===== config.mk =====
export PLATFORM = sky130hd
export DESIGN_NAME = add_ctrl_fsm
export DESIGN_NICKNAME = d
export VERILOG_FILES = /design/src/rtl/add_ctrl_fsm_pkg.sv /design/src/rtl/add_ctrl_fsm.sv
export SDC_FILE = /design/constraint.sdc
export NUM_CORES = 1
export LEC_CHECK = 0
export CORE_AREA = 4 4 41 43
export CTS_BUF_LIST = sky130_fd_sc_hd__clkbuf_4 sky130_fd_sc_hd__clkbuf_8
export DETAILED_ROUTE_END_ITERATION = 7
export DIE_AREA = 0 0 45 47
export GPL_TIMING_DRIVEN = 0
export HOLD_SLACK_MARGIN = 0.1
export PLACE_DENSITY = 0.86
export SLEW_MARGIN = 25
export SYNTH_ARGS = -nofsm -noshare
export SYNTH_HDL_FRONTEND = slang
export SYNTH_SLANG_ARGS = --single-unit

===== constraint.sdc =====
create_clock -name clk -period 3.48 [get_ports clk]
set_input_delay 0.696 -clock clk [delete_from_list [all_inputs] [get_ports clk]]
set_output_delay 0.696 -clock clk [all_outputs]
set_load 0.005 [all_outputs]

===== src/rtl/add_ctrl_fsm_pkg.sv =====
// add_ctrl_fsm_pkg
//   Shared definitions for the adder control unit: state encodings, datapath
//   select/op constants, the bundled control-output struct and the
//   state-to-output decode used by the controller.
package add_ctrl_fsm_pkg;

  typedef logic [2:0] state_t;

  // Binary state encodings, kept as plain constants for older tools.
  localparam state_t ST_IDLE     = 3'd0;
  localparam state_t ST_LD_FIRST = 3'd1;
  localparam state_t ST_MOV      = 3'd2;
  localparam state_t ST_LD_NEXT  = 3'd3;
  localparam state_t ST_ACC      = 3'd4;
  localparam state_t ST_DONE     = 3'd5;

  // ALU operation and REG1 source select.
  localparam logic OP_PASS = 1'b0;
  localparam logic OP_ADD  = 1'b1;
  localparam logic SEL_DIN = 1'b1;
  localparam logic SEL_FB  = 1'b0;

  // Moore control outputs; ld_1_en is gated with operand_valid in the top.
  typedef struct packed {
    logic operand_ready;
    logic sel_1;
    logic ld_1_en;
    logic ld_2;
    logic op;
    logic en;
    logic busy;
    logic done;
  } ctrl_t;

  // Decode a state into its Moore control word.
  function automatic ctrl_t decode_ctrl(input state_t st);
    ctrl_t c;
    c       = '0;
    c.sel_1 = SEL_FB;
    c.op    = OP_PASS;
    case (st)
      ST_IDLE: begin
        c = '0;
      end
      ST_LD_FIRST, ST_LD_NEXT: begin
        c.operand_ready = 1'b1;
        c.sel_1         = SEL_DIN;
        c.ld_1_en       = 1'b1;
        c.busy          = 1'b1;
      end
      ST_MOV: begin
        c.op   = OP_PASS;
        c.en   = 1'b1;
        c.ld_2 = 1'b1;
        c.busy = 1'b1;
      end
      ST_ACC: begin
        c.op   = OP_ADD;
        c.en   = 1'b1;
        c.ld_2 = 1'b1;
        c.busy = 1'b1;
      end
      ST_DONE: begin
        c.op   = OP_ADD;
        c.en   = 1'b1;
        c.busy = 1'b1;
        c.done = 1'b1;
      end
      default: begin
        c = '0;
      end
    endcase
    return c;
  endfunction

endpackage


===== src/rtl/add_ctrl_fsm.sv =====
// add_ctrl_fsm
//   Sequences the REG1/REG2/ALU datapath to sum NUM_OPS 4-bit operands taken
//   over a valid/ready handshake, then holds the result with done until ack.
// Ports:
//   clk           system clock, rising edge
//   rst_n         asynchronous reset, ACTIVE HIGH despite the legacy name
//   start         job request (IDLE only)
//   operand_valid data_in carries an operand this cycle
//   ack           consumer took the result (DONE only)
//   operand_ready controller loads data_in this cycle if operand_valid
//   sel_1         REG1 source: 1 = data_in, 0 = data_out
//   ld_1, ld_2    REG1 / REG2 load enables (ld_1 is Mealy on operand_valid)
//   op            ALU op: 0 = pass REG1, 1 = REG1 + REG2
//   en            datapath output enable
//   busy, done    job in progress / data_out holds the final sum
module add_ctrl_fsm
  import add_ctrl_fsm_pkg::*;
#(
  parameter int NUM_OPS = 2,
  parameter int CNT_W   = 4
) (
  input  logic clk,
  input  logic rst_n,
  input  logic start,
  input  logic operand_valid,
  input  logic ack,
  output logic operand_ready,
  output logic sel_1,
  output logic ld_1,
  output logic ld_2,
  output logic op,
  output logic en,
  output logic busy,
  output logic done
);

  localparam logic [CNT_W-1:0] LAST_CNT = CNT_W'(NUM_OPS - 1);

  state_t           state_r;
  state_t           state_next_s;
  logic [CNT_W-1:0] cnt_r;
  logic [CNT_W-1:0] cnt_next_s;
  ctrl_t            ctrl_r;
  logic             xfer_s;

  // ctrl_r always matches state_r, so its ready bit qualifies the transfer.
  assign xfer_s = operand_valid & ctrl_r.operand_ready;

  // Next-state and operand-counter logic.
  always_comb begin
    state_next_s = state_r;
    cnt_next_s   = cnt_r;
    case (state_r)
      ST_IDLE: begin
        if (start) begin
          state_next_s = ST_LD_FIRST;
          cnt_next_s   = '0;
        end else begin
          state_next_s = ST_IDLE;
        end
      end
      ST_LD_FIRST: begin
        if (xfer_s) begin
          state_next_s = ST_MOV;
          cnt_next_s   = CNT_W'(1);
        end else begin
          state_next_s = ST_LD_FIRST;
        end
      end
      ST_MOV: begin
        state_next_s = ST_LD_NEXT;
      end
      ST_LD_NEXT: begin
        if (!xfer_s) begin
          state_next_s = ST_LD_NEXT;
        end else if (cnt_r == LAST_CNT) begin
          // Last operand sits in REG1; DONE adds it to REG2 combinationally.
          state_next_s = ST_DONE;
        end else begin
          state_next_s = ST_ACC;
          cnt_next_s   = cnt_r + CNT_W'(1);
        end
      end
      ST_ACC: begin
        state_next_s = ST_LD_NEXT;
      end
      ST_DONE: begin
        // A start arriving with ack is dropped, not queued.
        if (ack) begin
          state_next_s = ST_IDLE;
        end else begin
          state_next_s = ST_DONE;
        end
      end
      default: begin
        state_next_s = ST_IDLE;
        cnt_next_s   = '0;
      end
    endcase
  end

  // State, counter and registered Moore outputs (decoded from next state).
  always_ff @(posedge clk or posedge rst_n) begin
    if (rst_n) begin
      state_r <= ST_IDLE;
      cnt_r   <= '0;
      ctrl_r  <= '0;
    end else begin
      state_r <= state_next_s;
      cnt_r   <= cnt_next_s;
      ctrl_r  <= decode_ctrl(state_next_s);
    end
  end

  assign operand_ready = ctrl_r.operand_ready;
  assign sel_1         = ctrl_r.sel_1;
  assign ld_1          = ctrl_r.ld_1_en & operand_valid;
  assign ld_2          = ctrl_r.ld_2;
  assign op            = ctrl_r.op;
  assign en            = ctrl_r.en;
  assign busy          = ctrl_r.busy;
  assign done          = ctrl_r.done;

endmodule


-- After elaboration in Yosys (flattened, before gate mapping)
Cells that the tools add are included.
- register bits: 15
- input bits: 5
- output and inout port bits: 8
- logic and storage cells: 53
- add/subtract/negate cells: 1
- equal/unequal tests: 15
- multiplexer cells: 16
- bitwise logic cells: 3
- reductions and logical operators: 8
- operator list (operator ; count):
    two-way mux 4 bit ; 4
    case mux 4 bit (4 select lines) ; 1
    case mux 3 bit (5 select lines) ; 1
    == test 3 x 2 -> 1 bit, second input constant ; 4
    == test 3 bit, second input constant ; 4
    two-way mux 3 bit ; 3
    inequality test 2 bit, second input constant ; 4
    OR reduction 2 bit ; 4
    == test 3 x 1 -> 1 bit, second input constant ; 2
    two-way mux 1 bit ; 5
    AND reduction 5 bit ; 1
    OR reduction 5 bit ; 1
    adder 4 x 1 -> 4 bit, second input constant ; 1
    == test 4 x 1 -> 1 bit, second input constant ; 1
    case mux 2 bit (2 select lines) ; 1
    logical NOT 3 bit ; 1
    OR reduction 3 bit ; 1
    AND 1 bit ; 2
    two-way mux 2 bit ; 1
    NOT 1 bit ; 1

-- Logic depth before layout (Yosys ltp)
- word-level depth: 7
- depth in mapped cells: 6
- mapped depth without buffers: 6

-- Worst setup path after synthesis
OpenSTA, ideal clock, no wires.
- path kind: input port to flip-flop
- start: input port operand_valid
- end: register cnt_r[0]
- library setup time: 0.125 ns
- data arrival time: 1.516 ns
- data required time: 3.355 ns
- setup slack: 1.839 ns
- cell stages on the path: 4
- buffers on the path: 0
- cell sequence: nand3_1 > a211oi_1 > a21o_1 > mux2_4
- word-level cells in the longest chain between the ends: 3
- elaborated cells between the ends (all ways): 4
- classes of those cells: 2 x eq/ne; 1 x bitwise; 1 x reduce/logical
- RTL lines (element ; RTL line ; source):
    from (decl) ; add_ctrl_fsm.sv:25 ; input logic operand_valid,
    AND 1 bit (*) ; add_ctrl_fsm.sv:47 ; assign xfer_s = operand_valid & ctrl_r.operand_ready;
    inequality test 2 bit (no line) ; n/a ;
    AND reduction 5 bit (no line) (*) ; n/a ;
    to (signal assigned) ; add_ctrl_fsm.sv:110 ; cnt_r <= cnt_next_s;
    to (decl) ; add_ctrl_fsm.sv:41 ; logic [CNT_W-1:0] cnt_r;
Every way passes the cells marked *; elsewhere a longest branch is shown, timed or not.
A chain may end at the register's enable or synchronous reset.

-- Final worst setup path
- start: input port operand_valid
- end: output port ld_1
- word-level cells in the longest chain between the ends: 1
- RTL lines (element ; RTL line ; source):
    AND 1 bit ; add_ctrl_fsm.sv:117 ; assign ld_1 = ctrl_r.ld_1_en & operand_valid;
    to (decl) ; add_ctrl_fsm.sv:29 ; output logic ld_1,
No other way between the ends.

==> reports/metrics.cfg <==
[clock_tree]
cts_setup_buffers = 0
path_clk_slew_ns = 0.08
cts_root_buffer = clkbuf_4
cts.repair.resized = 0
clock-sinks = 13
ctsHtreeMaxLevel = 1
numCtsBuffers = 3
tritoncts = built
clock_path_buffers = 2
insertion_delay_ns = 0.28
hold_buffers = 0

[layout]
antenna_cells = 0
post-route-cell-area_sq_um = 850
drive_gt1_share_pct = 10.6
synthToLayoutAreaGrowth_pct = 24.4
nets = 93

[placement]
post-dp-hpwl_um = 929
port_buffers = 12
dp_slack_ns = 0.920
gp_congestion = 0.885
place_area_sq_um = 822

[worst_setup_path]
critPathMaxFanout = 4
crit_chain = clkdlybuf4s50_1, nand2_1, inv_1, clkdlybuf4s50_1
cp_slowest_stage_delay_ns = 0.51
arrival_ns = 1.86
critical-path-slowest-cell = clkdlybuf4s50_1
start_kind = input port
cpMostUsedCell = clkdlybuf4s50_1
critical_path_required_ns = 2.78
critPathCaptureType = output port
r2r_end = cnt_r[0]
criticalPathCategory = in -> out
r2r-start = cnt_r[1]
rr_worst_depth = 6
r2r_slack_ns = 1.80

[synthesis]
netlist_instances = 69
seq_area_frac_synth_pct = 47.6
synth_compound_area_share_pct = 16.8
synthFlopType = dfrtp_1
yosys.cell_types.count = 29
synthSimpleGateAreaFrac_pct = 22.0
ys_top_cells_by_area = dfrtp_1 48%, nand2b_1 4.6%, ha_1 3.7%
synth_xor_area_share_pct = 1.28
synth_common_cells = 13 x dfrtp_1, 6 x inv_1, 6 x nor2_1
synth_top_area_share_pct = 47.6
syn_area_per_cell_sq_um = 9.90
synth_top_family_by_area = simple AND/OR/NAND/NOR gates
netlist_area_sq_um = 683
syn_nets = 76
synth_top_cell_by_area = dfrtp_1
synth.area.mux_share_pct = 2.20
synthAdderAreaFrac_pct = 3.66
async_reset_ff_share_pct = 100
synth_edf_count = 0
yosysMostFrequentCell = dfrtp_1
synth-seq-cells = 13
yosys_warnings = 0

[power]
p_leak_nw = 0.386
ir_drop_uv = 439
total_power_mw = 0.719
p_per_area_mw_per_mm2 = 846

[worst_hold_path]
worst_hold_path.endpoint = cnt_r[1]
min_path_type = reg -> reg
min_path_cells = 2
hp-start = cnt_r[1]

[drt]
routedWlPerCell_um = 12.8
vias_per_cell = 5.49
first_pass_iters = 4
drt_iter0_drc = 11
drc = 0
drt_wl_total_um = 1280
via_count = 549
ant_nets = 0

[sta]
clock_skew_ns = 0.00702
rsz0062_at_grt = no
finalMaxSlewViolations = 0
tns_ns = 0
max_slew.worst_pin.slew_ns = 0.479
fin_hold_ws_ns = 0.608
final.min_clock_period_ns = 2.55
max_freq_ghz = 0.392
relSlewSlack_pct = 68.1
fin_crit_sh_pct = 73.4
setup_violations = 0
postLayoutSetupSlackWorst_ns = 0.927
finalHoldViolCount = 0

[floorplanning]
placementRows = 13
start_util_pct = 52.5
core_sq_mm = 0.00130
die_width_um = 45
die_area_sq_mm = 0.00212
num_io_pins = 13
die_y_um = 47

[outcome]
status = completed

[flow_run]
maxCapViolCount = 0

[global_routing]
antenna_found_initial = 0
grt_overflow = 0
grt_max_degree = 14
track_usage_pct = 14.9
grt_pass1_wl_um = 2250
grt_pass1_vias = 533

-- sequential cells by signal (all words and copies together), names as in the netlist --
signal / flops
en: 1
state_r: 3
busy: 1
ld_2: 1
op: 1
ctrl_r: 1
done: 1
cnt_r: 4
-- metal layers --
metal / track usage (%) / up-vias / share of wire, %
li1: - / 271 / -
met1: 19.1 / 250 / 45
met5: 0 / - / 0
met3: 3.07 / 2 / 6.7
met2: 23.2 / 26 / 46
met4: 8.77 / 0 / 1.7
-- cell usage in the layout (no fill, tap or decap), drive strengths merged --
cell           count
o21ai              2
xor2               1
o211ai             1
nor2b              2
clkinv             1
inv                6
a31oi              1
o21a               3
buf                3
nor2               6
nor4b              1
a22oi              1
o21bai             1
mux2               1
clkbuf             4
nand4              2
nand4b             1
clkdlybuf4s50     12
a21o               2
a21oi              3
nand2b             5
a211oi             1
a32o               1
nor3b              1
nand3              2
nand2              3
nor3               2
o22ai              1
dfrtp             13
ha                 2
-- layout make-up --
| type | instances | area (sq um) |
|---|---|---|
| plain buffers | 4 | 21.3 |
| clock buffers | 3 | 22.5 |
| clock inverters | 1 | 5.00 |
| fillers | 108 | 452 |
| inverters | 6 | 22.5 |
| multi-input cells | 46 | 314 |
| flip-flops and latches | 13 | 325 |
| well taps | 15 | 18.8 |
| repair buffers | 12 | 120 |
-- worst max path at each step --
stage                       start       end  slack, ns
floorplan           operand_valid  cnt_r[0]       1.84
global route        operand_valid      ld_1       0.85
finish              operand_valid      ld_1       0.93
global placement    operand_valid      ld_1       0.95
CTS                 operand_valid      ld_1       0.91
detailed placement  operand_valid      ld_1       0.92
-- logic make-up after synthesis --
group,count (synthesis)
DFF,13
AOI/OAI and AO/OA,17
and+or+nand+nor,25
muxes,1
buffers and inverters,10
xor gates and xnor gates,1
adders and majority gates,2
-- report_power, final --
| part | leakage (nW) | switching, mW | internal (mW) | total [mW] |
|---|---|---|---|---|
| registers | 0.167 | 0.0462 | 0.209 | 0.255 |
| clock network | 0.0177 | 0.0515 | 0.0427 | 0.0942 |
| logic | 0.202 | 0.175 | 0.195 | 0.370 |
-- critical path: cells and delay by family --
family / cells / cell delay, ns
buffers and inverters: 3 / 1.06
and+or+nand+nor: 1 / 0.10
-- metrics by stage --
| step | utilization, % | cells |
|---|---|---|
| finish | 65.3 | 100 |
| global route | 65.3 | 100 |
| CTS | 65.3 | 100 |
| detailed placement | 63.2 | 96 |
| global placement | 63.2 | 96 |
| floorplan | - | 69 |
Note: power is estimated with default switching activity, not from simulation.
